--- src/rtl/mem_stage.sv ---
// ============================================================================
// mem_stage -- memory stage of the five-stage MIPS pipeline
// ============================================================================
// Owns the EX/MEM latch. Each instruction from execute is captured here, and
// any load or store it carries is issued to the data cache. While the cache
// has not answered (dhit low), the upstream stages are frozen through
// mem_stall. The stage presents all write-back candidates (ALU result, load
// data, LUI value, nPC) to the write-back mux. When a halt instruction sits
// in the latch with no access outstanding, a sticky halt is raised.
//
// Optional feature (compile-time macro):
//   MEM_ALIGN_CHK_EN  - word-alignment check on loads and stores. A
//                       misaligned access is latched without its
//                       memory/register side effects and raises a sticky
//                       misalign flag. When the macro is undefined,
//                       misalign is tied low.
//
// Ports:
//   CLK, RST                   rising-edge clock, synchronous active-high reset
//   exmen                      EX/MEM latch enable from the hazard unit
//   flush                      load a bubble instead of execute's outputs
//   nPC_in, ALUOut_in,
//   dmemstore_in, lui_in       32-bit values from execute
//   dREN_in, dWEN_in,
//   regWr_in, halt_in          control bits from execute
//   regSel_in [2:0]            write-back source select
//   regDst_in [4:0]            destination register
//   dhit                       cache completion for the current request
//   dmemload [31:0]            cache read data
//   dmemREN, dmemWEN           cache request strobes
//   dmemaddr, dmemstore        cache address and write data
//   mem_stall                  freezes the upstream stages
//   regWr_wb                   register-file write strobe
//   regSel_wb, regDst_wb       latched write-back select and destination
//   ALUOut_wb, load_wb,
//   lui_wb, nPC_wb             write-back candidates
//   halt                       sticky CPU halt
//   misalign                   sticky alignment error (0 without the macro)
// ============================================================================
module mem_stage (
    input  logic        CLK,
    input  logic        RST,
    input  logic        exmen,
    input  logic        flush,
    input  logic [31:0] nPC_in,
    input  logic [31:0] ALUOut_in,
    input  logic [31:0] dmemstore_in,
    input  logic [31:0] lui_in,
    input  logic        dREN_in,
    input  logic        dWEN_in,
    input  logic        regWr_in,
    input  logic        halt_in,
    input  logic [2:0]  regSel_in,
    input  logic [4:0]  regDst_in,
    input  logic        dhit,
    input  logic [31:0] dmemload,
    output logic        dmemREN,
    output logic        dmemWEN,
    output logic [31:0] dmemaddr,
    output logic [31:0] dmemstore,
    output logic        mem_stall,
    output logic        regWr_wb,
    output logic [2:0]  regSel_wb,
    output logic [4:0]  regDst_wb,
    output logic [31:0] ALUOut_wb,
    output logic [31:0] load_wb,
    output logic [31:0] lui_wb,
    output logic [31:0] nPC_wb,
    output logic        halt,
    output logic        misalign
);

    // ------------------------------------------------------------------------
    // Access FSM state encoding
    // ------------------------------------------------------------------------
    typedef enum logic [1:0] {
        ST_IDLE = 2'd0,   // no request outstanding
        ST_WAIT = 2'd1,   // request asserted to the cache
        ST_DONE = 2'd2    // access complete, waiting for the latch to advance
    } state_t;

    state_t state_reg;
    state_t state_next;

    // Index of each 32-bit word field inside the wide part of the latch.
    localparam int NUM_WORDS = 4;
    localparam int W_NPC     = 0;
    localparam int W_ALU     = 1;
    localparam int W_STORE   = 2;
    localparam int W_LUI     = 3;

    // ------------------------------------------------------------------------
    // EX/MEM latch storage
    // ------------------------------------------------------------------------
    logic [31:0] word_in  [NUM_WORDS];
    logic [31:0] word_reg [NUM_WORDS];

    logic        dren_reg;
    logic        dwen_reg;
    logic        regwr_reg;
    logic        halt_field_reg;
    logic [2:0]  regsel_reg;
    logic [4:0]  regdst_reg;

    logic [31:0] ld_reg;
    logic        halt_reg;

    // ------------------------------------------------------------------------
    // Latch control
    // ------------------------------------------------------------------------
    // The stall and the sticky halt take precedence over flush and exmen, so
    // an instruction stuck waiting on the cache can never be overwritten.
    logic latch_hold;
    logic latch_bubble;
    logic latch_load;
    logic latch_adv;
    logic mem_in;
    logic misalign_in;
    logic mem_accept;

    assign latch_hold   = mem_stall | halt_reg;
    assign latch_bubble = ~latch_hold & flush;
    assign latch_load   = ~latch_hold & ~flush & exmen;
    assign latch_adv    = latch_bubble | latch_load;

    assign mem_in       = dREN_in | dWEN_in;

`ifdef MEM_ALIGN_CHK_EN
    // Any load or store whose address is not word-aligned is rejected.
    assign misalign_in  = mem_in & (ALUOut_in[1:0] != 2'b00);
`else
    assign misalign_in  = 1'b0;
`endif

    // A new access enters WAIT only if it is actually latched and legal.
    assign mem_accept   = latch_load & mem_in & ~misalign_in;

    assign word_in[W_NPC]   = nPC_in;
    assign word_in[W_ALU]   = ALUOut_in;
    assign word_in[W_STORE] = dmemstore_in;
    assign word_in[W_LUI]   = lui_in;

    // Wide data fields share identical clear / bubble / load / hold behaviour.
    generate
        for (genvar gi = 0; gi < NUM_WORDS; gi++) begin : g_word_latch
            always_ff @(posedge CLK) begin
                if (RST) begin
                    word_reg[gi] <= '0;
                end else if (latch_bubble) begin
                    word_reg[gi] <= '0;
                end else if (latch_load) begin
                    word_reg[gi] <= word_in[gi];
                end
            end
        end
    endgenerate

    // Control fields. A rejected misaligned access keeps its data fields but
    // loses every side effect (memory strobes and the register write).
    always_ff @(posedge CLK) begin
        if (RST) begin
            dren_reg       <= 1'b0;
            dwen_reg       <= 1'b0;
            regwr_reg      <= 1'b0;
            halt_field_reg <= 1'b0;
            regsel_reg     <= '0;
            regdst_reg     <= '0;
        end else if (latch_bubble) begin
            dren_reg       <= 1'b0;
            dwen_reg       <= 1'b0;
            regwr_reg      <= 1'b0;
            halt_field_reg <= 1'b0;
            regsel_reg     <= '0;
            regdst_reg     <= '0;
        end else if (latch_load) begin
            dren_reg       <= dREN_in  & ~misalign_in;
            dwen_reg       <= dWEN_in  & ~misalign_in;
            regwr_reg      <= regWr_in & ~misalign_in;
            halt_field_reg <= halt_in;
            regsel_reg     <= regSel_in;
            regdst_reg     <= regDst_in;
        end
    end

    // ------------------------------------------------------------------------
    // Access FSM: state register
    // ------------------------------------------------------------------------
    always_ff @(posedge CLK) begin
        if (RST) begin
            state_reg <= ST_IDLE;
        end else begin
            state_reg <= state_next;
        end
    end

    // ------------------------------------------------------------------------
    // Access FSM: next state
    // ------------------------------------------------------------------------
    // Whenever the latch advances, the new occupant decides the state: a
    // memory access starts a fresh WAIT, anything else (including a bubble)
    // returns to IDLE. This also covers the dhit cycle, where the latch may
    // advance in the same cycle the access completes.
    always_comb begin
        state_next = state_reg;
        if (latch_adv) begin
            state_next = mem_accept ? ST_WAIT : ST_IDLE;
        end else if ((state_reg == ST_WAIT) && dhit) begin
            state_next = ST_DONE;
        end
    end

    // ------------------------------------------------------------------------
    // Access FSM: outputs
    // ------------------------------------------------------------------------
    always_comb begin
        dmemREN   = 1'b0;
        dmemWEN   = 1'b0;
        mem_stall = 1'b0;
        if (state_reg == ST_WAIT) begin
            dmemREN   = dren_reg & ~halt_reg;
            dmemWEN   = dwen_reg & ~halt_reg;
            mem_stall = ~dhit;
        end
    end

    // ------------------------------------------------------------------------
    // Load data capture
    // ------------------------------------------------------------------------
    // The completing cycle bypasses dmemload straight to load_wb; the copy in
    // ld_reg keeps the value valid while the latch waits to advance.
    always_ff @(posedge CLK) begin
        if (RST) begin
            ld_reg <= '0;
        end else if ((state_reg == ST_WAIT) && dhit) begin
            ld_reg <= dmemload;
        end
    end

    assign load_wb = (state_reg == ST_WAIT) ? dmemload : ld_reg;

    // ------------------------------------------------------------------------
    // Sticky halt
    // ------------------------------------------------------------------------
    // The halt waits until no access is outstanding, so a store ahead of the
    // halt always reaches the cache first.
    always_ff @(posedge CLK) begin
        if (RST) begin
            halt_reg <= 1'b0;
        end else if (halt_field_reg && (state_reg != ST_WAIT)) begin
            halt_reg <= 1'b1;
        end
    end

    assign halt = halt_reg;

    // ------------------------------------------------------------------------
    // Alignment error flag
    // ------------------------------------------------------------------------
`ifdef MEM_ALIGN_CHK_EN
    logic misalign_reg;

    always_ff @(posedge CLK) begin
        if (RST) begin
            misalign_reg <= 1'b0;
        end else if (latch_load && misalign_in) begin
            misalign_reg <= 1'b1;
        end
    end

    assign misalign = misalign_reg;
`else
    assign misalign = 1'b0;
`endif

    // ------------------------------------------------------------------------
    // Cache request data and write-back outputs
    // ------------------------------------------------------------------------
    assign dmemaddr  = word_reg[W_ALU];
    assign dmemstore = word_reg[W_STORE];

    // Suppressing the strobe while stalled gives one effective write per
    // instruction even though the latch is held across the stall.
    assign regWr_wb  = regwr_reg & ~mem_stall;
    assign regSel_wb = regsel_reg;
    assign regDst_wb = regdst_reg;
    assign ALUOut_wb = word_reg[W_ALU];
    assign lui_wb    = word_reg[W_LUI];
    assign nPC_wb    = word_reg[W_NPC];

endmodule

--- config.mk ---
export PLATFORM = sky130hd
export DESIGN_NAME = mem_stage
export DESIGN_NICKNAME = d
export VERILOG_FILES = /design/src/rtl/mem_stage.sv
export SDC_FILE = /design/constraint.sdc
export NUM_CORES = 1
export LEC_CHECK = 0
export CAP_MARGIN = 20
export CORE_AREA = 2 2 149 151
export CTS_CLUSTER_DIAMETER = 50
export DETAILED_ROUTE_END_ITERATION = 7
export DIE_AREA = 0 0 151 153
export GPL_ROUTABILITY_DRIVEN = 0
export PLACE_DENSITY = 0.71
export SLEW_MARGIN = 10
export SYNTH_ARGS = -nofsm -noshare
export SYNTH_HDL_FRONTEND = slang
export SYNTH_SLANG_ARGS = --single-unit
--- constraint.sdc ---
create_clock -name CLK -period 3.95 [get_ports CLK]
set_clock_uncertainty 0.05 [all_clocks]
set_input_delay 0.79 -clock CLK [delete_from_list [all_inputs] [get_ports CLK]]
set_output_delay 0.79 -clock CLK [all_outputs]
set_load 0.01 [all_outputs]
======== Yosys cells after proc, flatten, opt, wreduce, memory -nomap -nowiden ========
Memories as Yosys holds them, arrays and structs flattened.
Cells that the tools add are included.
cells by class
  reduce and logical (&&, ||, !) cells .... 4
  eq/ne operators ......................... 2
  multiplexer cells ....................... 24
  bitwise logic cells ..................... 23
operator list
  kind                  number
  $mux W32              9
  $mux W1               13
  $or A1 B1 Y1          11
  $and A1 B1 Y1         7
  $not A1 Y1            5
  $mux W2               2
  $eq A2 B1 Y1 const B  1
  $logic_and A1 B1 Y1   2
  $ne A2 B1 Y1 const B  1
  $reduce_bool A2 Y1    1
  $reduce_or A2 Y1      1
word-level totals
  bits in registers ....................... 47
  memory bits (writable) .................. 128
  word-level logic and storage cells ...... 63
  memories ................................ 1
  output and inout bits ................... 206
memory list
  name      depth  bits a word  read ports  clocked after Yosys merged registers in  write ports  line  text
  word_reg  4      32           4           0                                        4            96    logic [31:0] word_reg [NUM_WORDS];

======== Logic depth before layout (Yosys ltp) ========
Gate-level depths: netlist (run 1).
  depth in word-level cells ............... 11
  mapped depth ............................ 7
  gate-level depth less buffers ........... 4

======== Worst setup path after synthesis (run 1) ========
OpenSTA, ideal clock, no wires.
  path kind ............................... input port to flip-flop
  from .................................... input port dhit
  to ...................................... memory word_reg[0][0], enable pin
  library setup time ...................... 0.453 ns
  cell stages on the path ................. 4
  slack ................................... 0.137 ns
  arrival time ............................ 3.310 ns
  path through ............................ or3b_1 -> buf_6 -> clkbuf_1 -> a21o_1
RTL lines
  what             line  text
  start, declared  55    input logic dhit,
  end, declared    96

======== Worst setup path after layout (run 1) ========
  from .................................... input port dhit
  to ...................................... output port mem_stall
between the ends
  word-level cells in the longest chain between the ends .. 2
ends and longest elaborated chain
  what           line  text
  $not A1 Y1     222   mem_stall = ~dhit;
  $mux W1        219   if (state_reg == ST_WAIT) begin
  end, declared  61    output logic mem_stall,
No other way between the ends.

==> results summary, run 1 <==
The max-slew violation count came to 0. The post-placement setup slack is between 0.5 and 0.6 ns. The portion of the post-synthesis area used by sequential elements came out at ~66%.

In this run, post-CTS hold repair placed 0 buffers. The quantity of gates resized following cts is 0. The number of DRC markers in iteration 0 came out at about 330.

The via count of the routed design is 5646. The aggregate negative setup slack is 0 ns. Global routing used 31.15% of the available met2 tracks.

Synthesis produced a netlist with a net count of roughly 810. Global routing consumed, on the met3 layer, 7.373% of the routing resources. 0 antenna diodes ended up in the layout.

Setup repair after global routing left no endpoint under its margin. The full die area is roughly 23000 um2. The post-route clock period utilization is a little under nine tenths. The area of placed instances is 11000 um2. The fmax is a little under 0.3 GHz. The cell count after synthesis came out at approximately 630. The CTS sink count is 175. In the final layout, the share of cells above drive strength 1 is under 10%. The required time of the worst setup path is 3.11 ns.

The number of different library cells used by synthesis comes to 30. The root buffer cell chosen for the clock tree is clkbuf_16. The path with the worst hold slack has its endpoint at ld_reg[5]. The critical path data arrival time came out at between 2 and 3 ns. STA classifies the critical path endpoint as a primary output. The worst register-to-register path begins at state_reg[0]. The most used routing layer is met2. The number of cells on the worst reg-to-reg path is 4.

In this run the tool buffered the top-level ports with between 300 and 400 buffer cells. The worst ir drop on vdd came out at approximately 0.00027 V. The number of global-route vias before repair came to around 5400. The via-per-instance ratio is around 4.5.

The multi-input combinational cell area came out at a little under 2000 um2. The path type of the worst min-delay path is reg2reg. The finished cells cover between 10000 and 15000 um2. The relative slew slack came out at 60.72%.

The critical-path maximum fanout is 14. The first-pass GRT wire length is between 30 and 40 mm. The clock-pin slew reported for the worst setup and hold paths after clock tree synthesis is about 0.070 ns. The worst-skew pair later-pin latency came out at roughly 0.43 ns. The initial core utilization came out at between 30% and 40%. The final number of hold-violating endpoints came out at 0.

The I/O pin total came out at 383. In this run the most critical hold path is launched from ld_reg[5]. The depth of the worst hold-timing path is 2.

TritonCTS built the clock tree. The Yosys step of the flow raised 0 warnings. The maximum buffer depth of the clock tree came out at 2. The worst setup margin came out at about 0.59 ns.

The number of cell rows is 54. The number of antenna violations at the first check in global routing is 5. In this run the standard cell core region covers 21490 um2. The detail-routed net length per standard cell is roughly 17 um. The power consumption came out at roughly 4.6 mW. The global routing met1 resource utilization is roughly a fifth.

The worst setup path is launched from an input pin. The number of storage elements in the synthesis netlist came out at roughly 180. Entering global routing, the biggest net connects 129 pins. Dividing total power by cell area gives a power density of between 400 and 500 nW/um2. The footprint of the flip-flops and latches is roughly 4800 um2. The total half-perimeter wirelength after legalization and detailed placement came out at 15.59 mm.

The slew at the pin closest to its max-slew limit is 0.5892 ns. The total DRC errors in the routed layout came out at 0. The number of search-and-repair iterations in the first detailed-routing pass is 4. The count of max-cap constraint violations came out at 0.

The synthesized area divided by synthesized cell count is 11.48 um2. The worst setup path is of the in2out kind. The leakage power summed over all cells came out at approximately 4.4 nW. The worst register-to-register path ends at word_reg[3][27].

The flop-to-flop setup slack came out at 1.69 ns. The number of failing setup endpoints in the final timing report is 0. Counting the buffers created by CTS gives 17. The register with the most flip-flops in the layout has between 100 and 150 of them. The number of nets in the final layout is roughly 1100. Global routing finished with a remaining overflow of 0.

Once placement completed, the tool counted placed cells totaling 1230. The synthesized area came out at 7219 um2. The area growth from synthesis to final layout came out at 60.26%. The die is 151 um wide. The H-tree depth is 4. The vertical extent of the die is 153 um. The count of cells in the finished layout, fillers not included, comes to around 1300. The flow ran to the end, and the final reports show no timing, DRC or antenna violations. The number of buffers added for setup after CTS is 0. The global routing usage summed across all routing layers came out at 18.11%. The detail route stage leaves a number of antenna-violating nets equal to 0. The time the worst path needs with I/O delays and setup is approximately 3.4 ns.

The final-layout fill cell count is 1872. The final routed wirelength across all metal layers came out at between 20 and 25 mm.
==> critical path: stages <==
cell             delay (ns)
clkdlybuf4s50_1        0.45
or3b_1                 0.55
clkinv_4               0.18
clkdlybuf4s50_1        0.55
==> metal layers <==
metal	wire (um)	up-vias
met1	7681	2627
met5	69	-
met2	10690	239
met4	596	10
li1	-	2732
met3	2162	38
==> cells by family after synthesis <==
group | count (synthesis) | share of synthesized area [%]
other cells | 1 | 0.05194
flops | 175 | 66.27
simple gates | 314 | 21.56
compound gates | 65 | 4.801
buf+inv | 74 | 7.314
==> worst max-delay path by stage <==
stage | slack, ns | cells past startpoint | from | to
6_report | 0.59 | 4 | dhit | mem_stall
5_1_grt | 0.52 | 4 | dhit | mem_stall
4_1_cts | 0.58 | 4 | dhit | mem_stall
3_5_place_dp | 0.58 | 4 | dhit | mem_stall
3_3_place_gp | 0.58 | 4 | dhit | mem_stall
2_1_floorplan | 0.14 | 4 | dhit | word_reg[0][0]
==> synth_stat cells, drive strengths merged <==
master | number | area, um2
nand2 | 160 | 600.6
and2 | 129 | 807.0
edfxtp | 128 | 3844
buf | 51 | 436.7
dfxtp | 47 | 940.9
a21oi | 46 | 230.2
clkbuf | 21 | 78.83
nand3 | 12 | 60.06
o21ai | 12 | 60.06
a21o | 3 | 22.52
and3 | 2 | 12.51
nor2 | 2 | 7.510
nor3 | 2 | 15.01
or3b | 2 | 17.52
a211oi | 1 | 7.510
a31o | 1 | 8.760
and3b | 1 | 8.760
clkinv | 1 | 8.760
conb | 1 | 3.750
inv | 1 | 3.750
nand2b | 1 | 6.260
nand3b | 1 | 7.510
nor2b | 1 | 6.260
nor3b | 1 | 7.510
o211ai | 1 | 7.510
o21ba | 1 | 10.01
==> cells in the final DEF, fill, tap and decap left out, drive strengths merged, types with 2 or more instances in the layout <==
master,Yosys,routed
clkinvlp,0,2
clkbuf,21,17
buf,51,12
or3b,2,2
nand2,160,160
edfxtp,128,128
and3,2,2
dfxtp,47,47
nor2,2,2
a21o,3,3
o21ai,12,12
inv,1,8
nor3,2,2
and2,129,129
a21oi,46,46
clkdlybuf4s50,0,381
nand3,12,12
clkinv,1,7
==> power breakdown <==
group | internal, mW | total (mW) | switching, mW | leakage, nW
registers | 2.11 | 2.16 | 0.0475 | 1.84
logic | 0.497 | 0.848 | 0.351 | 2.31
clock network | 0.838 | 1.63 | 0.788 | 0.275
==> final cells by class <==
class                      count  area share [%]
tap                          280           3.028
inverter                       2          0.1081
timing repair buffer         393           33.96
clock inverter                15           1.254
sequential                   175           41.35
clock buffer                  17           3.677
multi-input combinational    380           16.62
==> per-stage QoR <==
step	hold slack [ns]	utilization (%)
2_1_floorplan	0.3866	-
3_3_place_gp	0.3917	51.19
3_5_place_dp	0.3995	51.19
4_1_cts	0.4093	53.85
5_1_grt	0.4213	53.85
6_report	0.4069	53.85
(Power assumes the default switching activity.)
==> run 2, diff against run 1 <==
--- a/config.mk
+++ b/config.mk
@@ -7,7 +7,6 @@
 export LEC_CHECK = 0
 export CAP_MARGIN = 20
 export CORE_AREA = 2 2 149 151
-export CTS_CLUSTER_DIAMETER = 50
 export DETAILED_ROUTE_END_ITERATION = 7
 export DIE_AREA = 0 0 151 153
 export GPL_ROUTABILITY_DRIVEN = 0
==> results of run 2 <==
The final DEF is identical to that of run 1; final timing and power are the same.
==> run 3, diff against run 2 <==
--- a/config.mk
+++ b/config.mk
@@ -6,11 +6,13 @@
 export NUM_CORES = 1
 export LEC_CHECK = 0
 export CAP_MARGIN = 20
-export CORE_AREA = 2 2 149 151
+export CELL_PAD_IN_SITES_DETAIL_PLACEMENT = 1
+export CELL_PAD_IN_SITES_GLOBAL_PLACEMENT = 2
+export CORE_MARGIN = 2
+export CORE_UTILIZATION = 21
 export DETAILED_ROUTE_END_ITERATION = 7
-export DIE_AREA = 0 0 151 153
 export GPL_ROUTABILITY_DRIVEN = 0
-export PLACE_DENSITY = 0.71
+export PLACE_DENSITY = 0.75
 export SLEW_MARGIN = 10
 export SYNTH_ARGS = -nofsm -noshare
 export SYNTH_HDL_FRONTEND = slang
==> constraint.sdc (replaced) <==
create_clock -name CLK -period 2.95 [get_ports CLK]
set_clock_uncertainty 0.05 [all_clocks]
set_input_delay 0.59 -clock CLK [delete_from_list [all_inputs] [get_ports CLK]]
set_output_delay 0.59 -clock CLK [all_outputs]
set_load 0.01 [all_outputs]
==> results summary, run 3 (synthesis gave the netlist of run 1 again) <==
The area growth from synthesis to final layout is 64.13%. The flip-flop count of the largest register after layout is around 130. The total DRC errors in the routed layout is 0.

The CTS sink count is roughly 180. The initial utilization of the core area, before any placement, comes to a little over a fifth. The worst register-to-register path begins at state_reg[0].

Summing all placed instances gives a cell area of approximately 11000 um2. Setup repair after global routing left no endpoint under its margin. The cell sitting at the root of the clock tree is a clkbuf_16.

Gates resized during post-CTS repair numbered 0. The count of max-cap constraint violations is 0. The critical path data arrival time came out at about 2.2 ns. In the global route stage, overall resource usage came out at a little over an eighth. The slew at the pin closest to its max-slew limit came out at around 0.51 ns. The post-route standard cell area excluding fillers is roughly 12000 um2. The die covers approximately 36000 um2. The number of global-route vias before repair came to ~5800. The width of the die came out at approximately 190 um. The number of failing setup endpoints in the final timing report is 0. The number of cell rows is 67. The total CTS buffers came out at 17. In this run the register-to-register setup slack is about 0.79 ns. In this run the post-CTS setup repair buffer count came out at 0. The post-route clock period utilization is a little over nine tenths. The maximum buffer depth of the clock tree came out at 2. The pin count of the biggest net entering global routing came out at 94. The worst hold path terminates at ld_reg[6].

The first global-routing pass estimated about 37 mm of wire. The fraction of final layout cells with drive strength greater than 1 is 5.471%. The H-tree depth came out at 4. The relative slew slack is 65.74%. The share of total power dissipated in combinational logic is between 10% and 20%. The hold buffer count at cts is 0. The detailed router placed ~5700 vias in this run. The run finished with clean final reports.

In this run the static leakage power is 4.462 nW. The share of the core filled with cells in the final layout is 35.16%. The vertical extent of the die came out at ~190 um. Once detail routing completed, the nets flagged for antenna violations numbered 0.

The share of total power dissipated in sequential elements is a little under half. The switching power as a share of total power came out at 26.66%. The beginning of the worst hold path is ld_reg[6]. The worst hold path passes through 2 cells. The aggregate negative setup slack is 0 ns. In this run the critical register-to-register path is captured at word_reg[3][7]. STA classifies the critical path startpoint as an input pin. The number of antenna violations at the first check in global routing is 2. The via-per-instance ratio is 3.962.

The area of the placeable core is 33700 um2. The total global routing overflow came out at 0. Clock-pin slew was measured on the worst setup and hold paths at about 0.080 ns. The clock tree from TritonCTS is built.

In the layout the commonest cells are 381 x clkdlybuf4s50_1, 160 x nand2_1, 129 x and2_1. The kind of critical path is in2out. The final routed wirelength across all metal layers came out at roughly 25 mm.

The max-slew violation count is 0. In this run the worst hold path is classified as reg2reg. The critical path starts at dhit. The worst ir drop on vdd is roughly 0.00037 V. The number of DRC markers in iteration 0 is 196. The fmax is about 0.35 GHz. The most common library cell in the layout ignoring fill and taps is clkdlybuf4s50_1. The relative contribution of the clock network to total power came out at 35.7%. For this design the top-level I/O count stands at between 300 and 400. For the worst flop-to-flop path, the logic depth is 7. The time the worst path needs with I/O delays and setup is about 2.8 ns. The worst setup path is captured at a primary output. The worst-skew pair later-pin latency is roughly 0.43 ns. The power consumption came out at 6.321 mW. The detail-routed net length per standard cell came out at 17.31 um.

The power per unit of standard cell area is about 530 nW/um2. The number of search-and-repair iterations in the first detailed-routing pass is 4. The final number of hold-violating endpoints came out at 0. At the end of the flow, the number of nets in the layout was 1151. The critical-path maximum fanout is 4.

In this run the tool buffered the top-level ports with ~380 buffer cells. The required time of the worst setup path is 2.31 ns. Summed over all nets, the switching power comes to roughly 1.7 mW.

The total half-perimeter wirelength after legalization and detailed placement is between 15 and 20 mm. Internal power comes to around 4.6 mW.
run 3: power groups by stage:
stage | sequential, mW | combinational (mW) | clock [mW]
after global placement | 2.95 | 1.18 | 0
after global routing | 2.92 | 1.25 | 2.44
after detailed placement | 2.96 | 1.18 | 0
after floorplan | 3.03 | 0.329 | 0
final | 2.90 | 1.16 | 2.26
after CTS | 2.90 | 1.19 | 2.35
run 3: area by class of cell:
class,count,area [um2]
Timing Repair Buffer,398,3983
Tap cell,448,560.5
Clock buffer,18,429.2
Multi-Input combinational cell,380,1928
Fill cell,3697,21850
Sequential cell,175,4785
Inverter,2,12.51
Antenna cell,1,2.502
Clock inverter,14,148.9
run 3: worst max-delay path by stage:
stage                     endpoint  slack, ns  cells past startpoint
floorplan           word_reg[0][0]       0.17                      4
global placement         mem_stall       0.11                      5
detailed placement       mem_stall       0.10                      5
CTS                    load_wb[17]       0.07                      5
global route            load_wb[3]       0.04                      5
finish                   mem_stall       0.11                      5
run 3: routing by layer:
metal / up-vias / track usage (%) / routed length (um) / share of wire, %
li1: 2743 / - / - / -
met1: 2686 / 15.66 / 10010 / 40
met2: 235 / 23.96 / 12460 / 50
met3: 24 / 4.968 / 1950 / 7.8
met4: 2 / 3.906 / 424 / 1.7
met5: - / 0 / 13 / 0.052
run 3: critical path, cell delays in order:
cell             delay [ns]
clkdlybuf4s50_1        0.45
or3b_1                 0.42
buf_4                  0.18
clkinv_4               0.04
clkdlybuf4s50_1        0.52
run 3: per-stage QoR:
step	cells	worst slack (ns)	hold WS [ns]
6_report	1436	0.1121	0.4075
5_1_grt	1435	0.03640	0.4304
4_1_cts	1435	0.07339	0.4102
3_5_place_dp	1403	0.1029	0.3986
3_3_place_gp	1403	0.1089	0.3925
2_1_floorplan	629	0.1656	0.3866
